$ cat src/rtl/copro_result_buffer.sv
// Result FIFO between the coprocessor ALU and the CV-X-IF result channel.
// Captures no-backpressure ALU pulses and throttles issue with a credit check.
module copro_result_buffer #(
    parameter int unsigned Depth    = 4,
    parameter int unsigned XLEN     = 32,
    parameter type         hartid_t = logic,
    parameter type         id_t     = logic
) (
    input  logic            clk_i,
    input  logic            rst_ni,
    input  logic            issue_fire_i,
    output logic            issue_ready_o,
    input  logic            alu_valid_i,
    input  logic [XLEN-1:0] alu_result_i,
    input  hartid_t         alu_hartid_i,
    input  id_t             alu_id_i,
    input  logic [4:0]      alu_rd_i,
    input  logic            alu_we_i,
    output logic            result_valid_o,
    input  logic            result_ready_i,
    output logic [XLEN-1:0] result_data_o,
    output hartid_t         result_hartid_o,
    output id_t             result_id_o,
    output logic [4:0]      result_rd_o,
    output logic            result_we_o,
    output logic [$clog2(Depth):0] count_o,
    output logic            overflow_o
);

    localparam int unsigned PtrW = $clog2(Depth);
    localparam int unsigned CntW = PtrW + 1;

    typedef struct packed {
        logic [XLEN-1:0] data;
        hartid_t         hartid;
        id_t             id;
        logic [4:0]      rd;
        logic            we;
    } entry_t;

    entry_t            mem_r [Depth];
    logic [PtrW-1:0]   wr_ptr_r;
    logic [PtrW-1:0]   rd_ptr_r;
    logic [CntW-1:0]   count_r;
    logic              pending_r;
    logic              overflow_r;

    logic              nonempty_s;
    logic              full_s;
    logic              pop_s;
    logic              push_s;
    logic              drop_s;
    logic              issue_ok_s;
    logic              issue_acc_s;
    logic [CntW:0]     credit_s;
    entry_t            head_s;
    entry_t            wr_entry_s;

    assign nonempty_s  = (count_r != {CntW{1'b0}});
    assign full_s      = (count_r == CntW'(Depth));
    assign pop_s       = nonempty_s & result_ready_i;
    // A pop in the same cycle frees the slot the push lands in, even when full.
    assign push_s      = alu_valid_i & (~full_s | pop_s);
    assign drop_s      = alu_valid_i & full_s & ~pop_s;
    assign credit_s    = {1'b0, count_r} + {{CntW{1'b0}}, pending_r};
    assign issue_ok_s  = (credit_s < (CntW + 1)'(Depth));
    assign issue_acc_s = issue_fire_i & issue_ok_s;
    assign head_s      = mem_r[rd_ptr_r];

    assign wr_entry_s = '{data: alu_result_i, hartid: alu_hartid_i, id: alu_id_i,
                          rd: alu_rd_i, we: alu_we_i};

    // Entry storage; contents are don't-care until written, outputs are gated by count.
    always_ff @(posedge clk_i) begin
        if (push_s) begin
            mem_r[wr_ptr_r] <= wr_entry_s;
        end
    end

    // Pointers, occupancy, in-flight credit and sticky overflow.
    always_ff @(posedge clk_i or negedge rst_ni) begin
        if (!rst_ni) begin
            wr_ptr_r   <= {PtrW{1'b0}};
            rd_ptr_r   <= {PtrW{1'b0}};
            count_r    <= {CntW{1'b0}};
            pending_r  <= 1'b0;
            overflow_r <= 1'b0;
        end else begin
            if (push_s) begin
                wr_ptr_r <= wr_ptr_r + {{(PtrW-1){1'b0}}, 1'b1};
            end
            if (pop_s) begin
                rd_ptr_r <= rd_ptr_r + {{(PtrW-1){1'b0}}, 1'b1};
            end
            case ({push_s, pop_s})
                2'b10:   count_r <= count_r + {{(CntW-1){1'b0}}, 1'b1};
                2'b01:   count_r <= count_r - {{(CntW-1){1'b0}}, 1'b1};
                default: count_r <= count_r;
            endcase
            if (issue_acc_s) begin
                pending_r <= 1'b1;
            end else if (alu_valid_i) begin
                pending_r <= 1'b0;
            end
            if (drop_s) begin
                overflow_r <= 1'b1;
            end
        end
    end

    // Head presentation, forced to zero while empty.
    always_comb begin
        result_data_o   = {XLEN{1'b0}};
        result_hartid_o = '0;
        result_id_o     = '0;
        result_rd_o     = 5'd0;
        result_we_o     = 1'b0;
        if (nonempty_s) begin
            result_data_o   = head_s.data;
            result_hartid_o = head_s.hartid;
            result_id_o     = head_s.id;
            result_rd_o     = head_s.rd;
            result_we_o     = head_s.we;
        end else begin
            result_we_o     = 1'b0;
        end
    end

    assign result_valid_o = nonempty_s;
    assign issue_ready_o  = issue_ok_s;
    assign count_o        = count_r;
    assign overflow_o     = overflow_r;

endmodule

$ cat config.mk
export PLATFORM = sky130hd
export DESIGN_NAME = copro_result_buffer
export DESIGN_NICKNAME = d
export VERILOG_FILES = /design/src/rtl/copro_result_buffer.sv
export SDC_FILE = /design/constraint.sdc
export NUM_CORES = 1
export LEC_CHECK = 0
export BUFFER_PORTS_ARGS = -buffer_cell sky130_fd_sc_hd__buf_2
export CORE_UTILIZATION = 50
export CTS_BUF_LIST = sky130_fd_sc_hd__clkbuf_4
export CTS_CLUSTER_SIZE = 25
export DETAILED_ROUTE_END_ITERATION = 8
export GPL_TIMING_DRIVEN = 0
export PLACE_DENSITY = 0.81
export SLEW_MARGIN = 20
export SYNTH_ARGS = -nofsm -noshare
export SYNTH_HDL_FRONTEND = slang
export SYNTH_SLANG_ARGS = --single-unit
export TNS_END_PERCENT = 10
$ cat constraint.sdc
create_clock -name clk_i -period 4.2 [get_ports clk_i]
set_clock_uncertainty 0.2 [all_clocks]
set_input_delay 0.21 -clock clk_i [delete_from_list [all_inputs] [get_ports clk_i]]
set_output_delay 0.21 -clock clk_i [all_outputs]
set_load 0.03 [all_outputs]
# After elaboration in Yosys (flattened, before gate mapping)
# Memory sizes are Yosys's and may differ from the RTL's.
# Cells that the tools add are included.
[word_totals] regBits=9 latch_bits=0 mem_bits_rw=160 romBits=0 output_inout_bits=46 memories=1
[classes] add_sub_neg=5 mul=0 n_div=0 magnitude_cmp=1 eq_ne=3 shift=0 mux=10 bitwise=8 reduce_logical=3
[memory_table] name="mem_r" depth=4 width=40 read_ports=1 rd_ports_with_merged_regs=0 wr=1 line="41" text="entry_t mem_r [Depth];"
[op_table] cell="two-way mux 32 bit" count=1
[op_table] cell="two-way mux 1 bit" count=7
[op_table] cell="one-hot mux 3 bit (2 select lines)" count=1
[op_table] cell="AND 1 bit" count=5
[op_table] cell="two-way mux 5 bit" count=1
[op_table] cell="adder 2 x 1 -> 2 bit (second input constant)" count=2
[op_table] cell="adder 3 x 1 -> 4 bit" count=1
[op_table] cell="less-than comparator 4 x 3 -> 1 bit (second input constant)" count=1
[op_table] cell="nonzero test 2 bit" count=2
[op_table] cell="adder 3 x 1 -> 3 bit (second input constant)" count=1
[op_table] cell="equality test 3 bit (second input constant)" count=1
[op_table] cell="nonzero test 3 bit" count=1
[op_table] cell="subtractor 3 x 1 -> 3 bit (second input constant)" count=1
[op_table] cell="equality test 2 x 1 -> 1 bit (second input constant)" count=1
[op_table] cell="equality test 2 bit (second input constant)" count=1
[op_table] cell="inverter 1 bit" count=2
[op_table] cell="bitwise OR 1 bit" count=1

# Depth between registers and ports, before layout
# Gate-level depths: netlist of run 1.
[depth] word_depth=6 ltp_mapped=9

# Worst setup path after synthesis of run 1
# OpenSTA, ideal clock, no wires.
[synth_timing] path_kind="reg2reg" start="reg count_r[2], in the netlist count_o[2]" end="mem mem_r[0][0] in the netlist's numbering, enable pin" setup_time_ns=0.401 t_arrival_ns=2.146 required_time_ns=3.599 setup_slack_ns=1.453 stages_incl_launch_ff=5 period_less_slack_ns=2.747 cell_sequence="dfrtp_1 -> clkbuf_2 -> nor4b_2 -> nor2b_1 -> and2_1"
[synth_between] elab_chain_len=6 elab_cells_between_ends=8 cone_classes="eq/ne (1); mux (2); bitwise (4); reduce/logical (1)"
[synth_lines] element="start: declaration" line="44" text="logic [CntW-1:0] count_r;"
[synth_lines] element="start signal: assignment" line="85" text="count_r <= {CntW{1'b0}};"
[synth_lines] element="start signal: assignment" line="96" text="2'b10: count_r <= count_r + {{(CntW-1){1'b0}}, 1'b1};"
[synth_lines] element="start signal: assignment" line="97" text="2'b01: count_r <= count_r - {{(CntW-1){1'b0}}, 1'b1};"
[synth_lines] element="nonzero test 3 bit or equality test 3 bit (tied branches)" line="59, 60"
[synth_lines] element="AND 1 bit or inverter 1 bit (tied branches)" line="61, 63"
[synth_lines] element="bitwise OR 1 bit (*)" line="63" text="assign push_s = alu_valid_i & (~full_s | pop_s);"
[synth_lines] element="AND 1 bit (*)" line="63"
[synth_lines] element="two-way mux 1 bit (*)" line="75" text="if (push_s) begin"
[synth_lines] element="two-way mux 1 bit (not written as such) (*)" line="76" text="mem_r[wr_ptr_r] <= wr_entry_s;"
[synth_lines] element="end: declaration" line="41"
# Every way passes the cells marked *; elsewhere a longest branch is shown, timed or not.

# Worst setup path in the final report of run 1
[layout_timing] start="reg count_r[0], in the netlist count_o[0]" end="out result_data_o[2]"
[layout_between] elab_chain_len=2
[layout_lines] element="nonzero test 3 bit" line="59" text="assign nonempty_s = (count_r != {CntW{1'b0}});"
[layout_lines] element="two-way mux 32 bit" line="118" text="if (nonempty_s) begin"
[layout_lines] element="end: declaration" line="21" text="output logic [XLEN-1:0] result_data_o,"
# No other way between the ends.

==> run metrics, run 1 <==
CP Max Fanout 10; Max Slew Vio Count 0; fillers approximately 920; Placed Area 7467 um2; sequential area share after synthesis roughly three quarters; peak supply drop 531.4 uV; length in cells of the worst reg-to-reg path 5; Antenna Cells 0; I/O Buffers 90; WL/cell 17.58 um; nets@finish 525; hold depth 2; fin cells 660; pin slew with the least headroom to its limit roughly 0.6 ns; TritonCTS sink count 169; Startpoint Class flop; Arr. time, crit path 2.18 ns; Post-synth ARST share 5.325%; register area 5030 um2; HP Class input port to flop; Synth area leaders edfxtp_1 72%, mux4_2 13%, and2_1 4.1%; # rows approximately 40; cell taking the most area after synthesis edfxtp_1; die area ~14000 um2; number of synthesized flops with an enable pin 160; DRT iter0 DRCs 227; Relative slew margins 59.72%; first-pass GRT wire length 18.20 mm; Post-Syn Area between 6000 and 7000 um2; worst hold slack around 0.19 ns; global route overflow 0; Clk Latency, worst-skew pair 0.55 ns; vias in the first global route 3549; die extent in x 117.9 um; DR pass1 iterations 4; Finish-stage setup viols 0; initial antenna violation count 0; post-synth net total 365; Initial Util between 50% and 60%; final cell area excluding filler cells 8238 um2; post-route ant nets 0; status finished clean; Worst EP required 3.79 ns; leak pwr ~3 nW; I/O Pins 91; Syn Inst Count 315; P&R area growth vs syn 22.65%; setup TNS 0 ns; post-CTS sizing 0; DRT Wirelength 11.60 mm; clock buffer depth 2; Detail Placement HPWL roughly 7 mm; synth warn 0; type of the worst setup path flop to primary output; All-Layer GR Usage between 10% and 20%; share of layout cells above drive strength 1 between 30 and 40%; # hold bufs at CTS 47; Pwr per Cell Area 721.0 nW/um2; core area 12880 um2; Reg clk slew, reported paths 0.12 ns; share of the clock period used by the worst path approximately three fifths; Final GP Congestion between 0.6 and 0.7; Final min period approximately 2.6 ns; TritonCTS Buffers 17; area of the multi-input gates 1491 um2; synthesis-stage register bit count between 150 and 200; post-CTS setup buffer count 0; DRC 0; RSZ-0062 raised after global routing false; post-synth top area share 71.54%; Die Y 117.9 um; largest net degree at the start of global routing 26; Root Driver clkbuf_4; Netlist cell types 36; mean post-synth cell area 21.32 um2; Hold Vio Cnt, Final 0; fmax 385.9 MHz; Placed Cells 581; Most used DFF post-synth edfxtp_1; H-tree levels 4; final core utilization 63.98%; max-cap viol count 0; Vias per Instance slightly above 5; CTS tree built; DR vias between 3000 and 4000; Worst Setup End Kind primary output
[report_power, final]
group          switching (mW)  internal (mW)
clock                   0.495          0.471
sequential             0.0865           2.22
combinational            1.57           1.10
total                    2.15           3.79
[cells in the mapped netlist (3+ instances only)]
library cell	n
mux4_2	38
dfrtp_1	9
inv_1	5
ha_1	4
buf_6	4
edfxtp_1	160
buf_12	4
buf_2	6
nand2_1	3
nor2b_1	3
and2_1	44
xnor2_1	3
clkbuf_2	3
[worst max-delay path, cell delays in order, from the launching register on]
cell      delay (ns)
dfrtp_1         0.40
buf_6           0.14
or3_1           0.38
buf_6           0.15
clkbuf_2        0.19
and2_1          0.20
buf_2           0.18
[layer usage]
metal	up-vias	part of all wire (%)	global-route usage [%]
met2	101	52	30.22
met3	17	5.0	4.845
li1	1579	-	-
met4	0	1.5	8.574
met1	1704	41	21.31
met5	-	0	0
[sequential cells by signal, indices dropped and copies added, names as in the netlist]
signal,count
overflow_o,1
wr_ptr_r,2
mem_r,160
rd_ptr_r,2
count_o,3
pending_r,1
[layout make-up]
type | count | area share [%]
flip-flops and latches | 169 | 61.06
multi-input cells | 122 | 18.10
repair buffers | 141 | 12.15
well taps | 172 | 2.612
plain buffers | 19 | 2.202
clock inverters | 13 | 1.914
clock buffers | 19 | 1.731
inverters | 5 | 0.2278
[metrics by stage]
step | total power, mW | setup WS, ns
after floorplan | 4.279 | 1.453
after global placement | 4.921 | 0.7895
after detailed placement | 5.010 | 1.631
after CTS | 6.018 | 1.537
after global routing | 6.236 | 1.493
final | 5.939 | 1.608
[placed cells by master (no fill, tap or decap), types with 3 or more instances in the layout]
cell type	instances
edfxtp_1	160
buf_2	96
dlygate4sd3_1	47
and2_1	40
mux4_2	38
clkbuf_4	19
dfrtp_1	9
buf_12	8
clkinv_1	6
inv_1	5
buf_6	4
and2_2	4
ha_1	4
bufinv_16	4
clkbuf_2	3
nand2_1	3
nor2b_1	3
xnor2_1	3
clkinv_2	3
[worst paths after layout]
kind	slack, ns	end	from
min	0.19	mem_r[0][36]	alu_result_i[28]
min reg2reg	0.37	wr_ptr_r[1]	wr_ptr_r[1]
max reg2reg	1.64	mem_r[0][17]	count_o[2]
max	1.61	result_data_o[2]	count_o[0]
min in group asynchronous	0.46	wr_ptr_r[1]	rst_ni
max in group asynchronous	3.00	pending_r	rst_ni
[kinds of logic (layout without fill, tap and decap cells)]
group / after synthesis / in the layout / share of synthesized area, %
multiplexers: 41 / 41 / 13.69
AND/OR/NAND/NOR: 59 / 59 / 5.477
AO/OA/AOI/OAI: 12 / 12 / 1.267
flip-flops: 169 / 169 / 74.89
buffers and inverters: 24 / 197 / 2.981
adder cells (fa/ha/maj): 5 / 5 / 1.043
XOR/XNOR: 5 / 5 / 0.6521
Note: power is estimated with default switching activity, not from simulation.
==> run 2, diff against run 1 <==
PLACE_DENSITY = 0.84   (was 0.81)
clock period = 2.3 ns   (was 4.2 ns; I/O delays follow)
==> run metrics, run 2 (synthesis results as in run 1) <==
Detail Placement HPWL 6.986 mm (was 7.212 mm); fmax 409.6 MHz; largest net degree at the start of global routing 41 (was 26); I/O Buffers 90 (unchanged); Clk Latency, worst-skew pair 0.55 ns (about the same); core area 12880 um2 (unchanged); Startpoint Class flop (unchanged); Hold Path Sink mem_r[3][28] (was mem_r[0][36]); die extent in x 117.9 um (unchanged); I/O Pins 91 (unchanged); H-tree levels 4 (unchanged); R2R Setup Slk -0.14 ns (was 1.64 ns); share of the clock period used by the worst path 106.1%; global route overflow 0 (unchanged); Vias per Instance 5.239 (was 5.153); TritonCTS sink count 169 (unchanged); initial antenna violation count 0 (unchanged); setup TNS -2.377 ns (was 0 ns); Reg with most FFs mem_r (unchanged); Power, Total 12.10 mW (was 5.939 mW); Root Driver clkbuf_4 (unchanged); TritonCTS Buffers 17 (unchanged); CTS tree built (unchanged); share of layout cells above drive strength 1 47.12% (was 37.50%); RSZ-0062 raised after global routing true (was false); leak pwr 3.097 nW (was 2.947 nW); DRC 0 (unchanged); Reg clk slew, reported paths 0.13 ns (was 0.12 ns); Pwr per Cell Area 1410 nW/um2 (was 721.0 nW/um2); Final WS setup -0.1414 ns (was 1.608 ns); vias in the first global route 3735 (was 3549); number of flip-flops in the largest register 160 (unchanged); Die Y 117.9 um (unchanged); DR pass1 iterations 4 (unchanged); CP Max Fanout 8 (was 10); Arr. time, crit path 2.69 ns (was 2.18 ns); All-Layer GR Usage 18.57% (was 17.90%); Max Slew Vio Count 0 (unchanged); P&R area growth vs syn 27.76% (was 22.65%); post-route ant nets 0 (unchanged); WL/cell 18.29 um (was 17.58 um); Final GP Congestion 0.7130 (was 0.6955); DRT Wirelength 12.03 mm (was 11.60 mm); HP Start alu_result_i[20] (was alu_result_i[28]); Hold Vio Cnt, Final 0 (unchanged); Initial Util 52.16% (unchanged); most common cell after layout, fill and taps aside edfxtp_1 (unchanged); length in cells of the worst reg-to-reg path 8 (was 5); pin slew with the least headroom to its limit 0.6550 ns (was 0.6042 ns); type of the worst setup path flop to flop (was flop to primary output); Worst Setup End Kind flop (was primary output); die area 13900 um2 (unchanged); max-cap viol count 0 (unchanged); status finished, violations left (was finished clean); worst hold slack 0.1126 ns (was 0.1920 ns); reg2reg start count_o[0] (was count_o[2]); Worst EP required 2.54 ns (was 3.79 ns); clock buffer depth 2 (unchanged); final cell area excluding filler cells 8581 um2 (was 8238 um2); # rows 41 (unchanged); Antenna Cells 0 (unchanged); first-pass GRT wire length 19.03 mm (was 18.20 mm); DR vias 3447 (was 3401); Placed Area 7401 um2 (was 7467 um2); Final min period 2.441 ns; DRT iter0 DRCs 274 (was 227); peak supply drop 654.4 uV (was 531.4 uV); Finish-stage setup viols 41 (was 0); hold depth 2 (unchanged); Relative slew margins 56.33% (was 59.72%); worst r2r dst count_o[1] (was mem_r[0][17]); failing checks setup timing; final core utilization 66.64% (was 63.98%); most frequent cells in the layout 160 x edfxtp_1, 54 x buf_2, 47 x dlygate4sd3_1, 42 x and2_4, 40 x buf_6 (was 160 x edfxtp_1, 96 x buf_2, 47 x dlygate4sd3_1, 40 x and2_1, 38 x mux4_2); HP Class input port to flop (unchanged); nets@finish 523 (was 525)
[run 2: changes by cell type in the layout (fill, tap and decap cells not counted), moves of 3 or more]
cell,change
dfrtp_1,-3
and2_2,-4
buf_4,+6
clkbuf_2,-3
buf_6,+36
buf_2,-42
and2_4,+42
and2_1,-38
dfrtp_2,+3
clkbuf_4,+5
clkinv_2,-3
[run 2: worst max path at each step]
| stage | start | endpoint | slack [ns] | cells past startpoint |
|---|---|---|---|---|
| global placement | count_o[2] | mem_r[0][6] | -0.35 | 4 |
| CTS | rd_ptr_r[0] | result_data_o[14] | -0.17 | 6 |
| global route | rd_ptr_r[0] | result_data_o[21] | -0.23 | 6 |
| detailed placement | count_o[2] | mem_r[2][6] | -0.40 | 4 |
| finish | count_o[0] | count_o[1] | -0.14 | 8 |
| floorplan | count_o[2] | count_o[1] | -0.15 | 9 |
[run 2: report_power, final]
group / internal, mW / switching, mW / total (mW) / leakage, nW
registers: 4.07 / 0.205 / 4.27 / 1.57
clock network: 0.711 / 0.891 / 1.60 / 0.148
logic: 3.17 / 3.05 / 6.22 / 1.38
total: 7.95 / 4.15 / 12.1 / 3.10
[run 2: critical path, stage by stage, from the launching register on]
cell and delay (ns):
dfrtp_2 0.43, buf_6 0.14, or3_4 0.41, nand2_4 0.10, or2_4 0.11, fa_2 0.44
o21ba_4 0.23, o211ai_1 0.09, a22oi_1 0.19
[run 2: final cells by class]
type | instances | area [um2]
repair buffers | 142 | 1237
well taps | 172 | 215.2
multi-input cells | 122 | 1617
plain buffers | 16 | 196.4
fillers | 895 | 4295
inverters | 5 | 18.77
clock inverters | 8 | 82.58
clock buffers | 24 | 180.2
flip-flops and latches | 169 | 5034
[run 2: repair_timing]
action,in CTS,in global routing
resized for setup,131,6
hold buffers,47,0
gates cloned,1,0
hold endpoints to repair,178,0
buffers inserted,2,2
setup endpoints to repair,203,203
pin swaps,35,5
[run 2: per-stage QoR]
stage	setup slack (ns)	instances
after floorplan	-0.1491	315
after global placement	-0.3494	577
after detailed placement	-0.3962	577
after CTS	-0.1710	658
after global routing	-0.2318	658
final	-0.1414	658
[run 2: metal layers]
metal | vias up | wire length, um | track usage (%)
li1 | 1576 | - | -
met1 | 1756 | 4854 | 22.09
met2 | 101 | 6464 | 32.02
met3 | 14 | 572 | 4.360
met4 | 0 | 142 | 8.574
met5 | - | 0 | 0
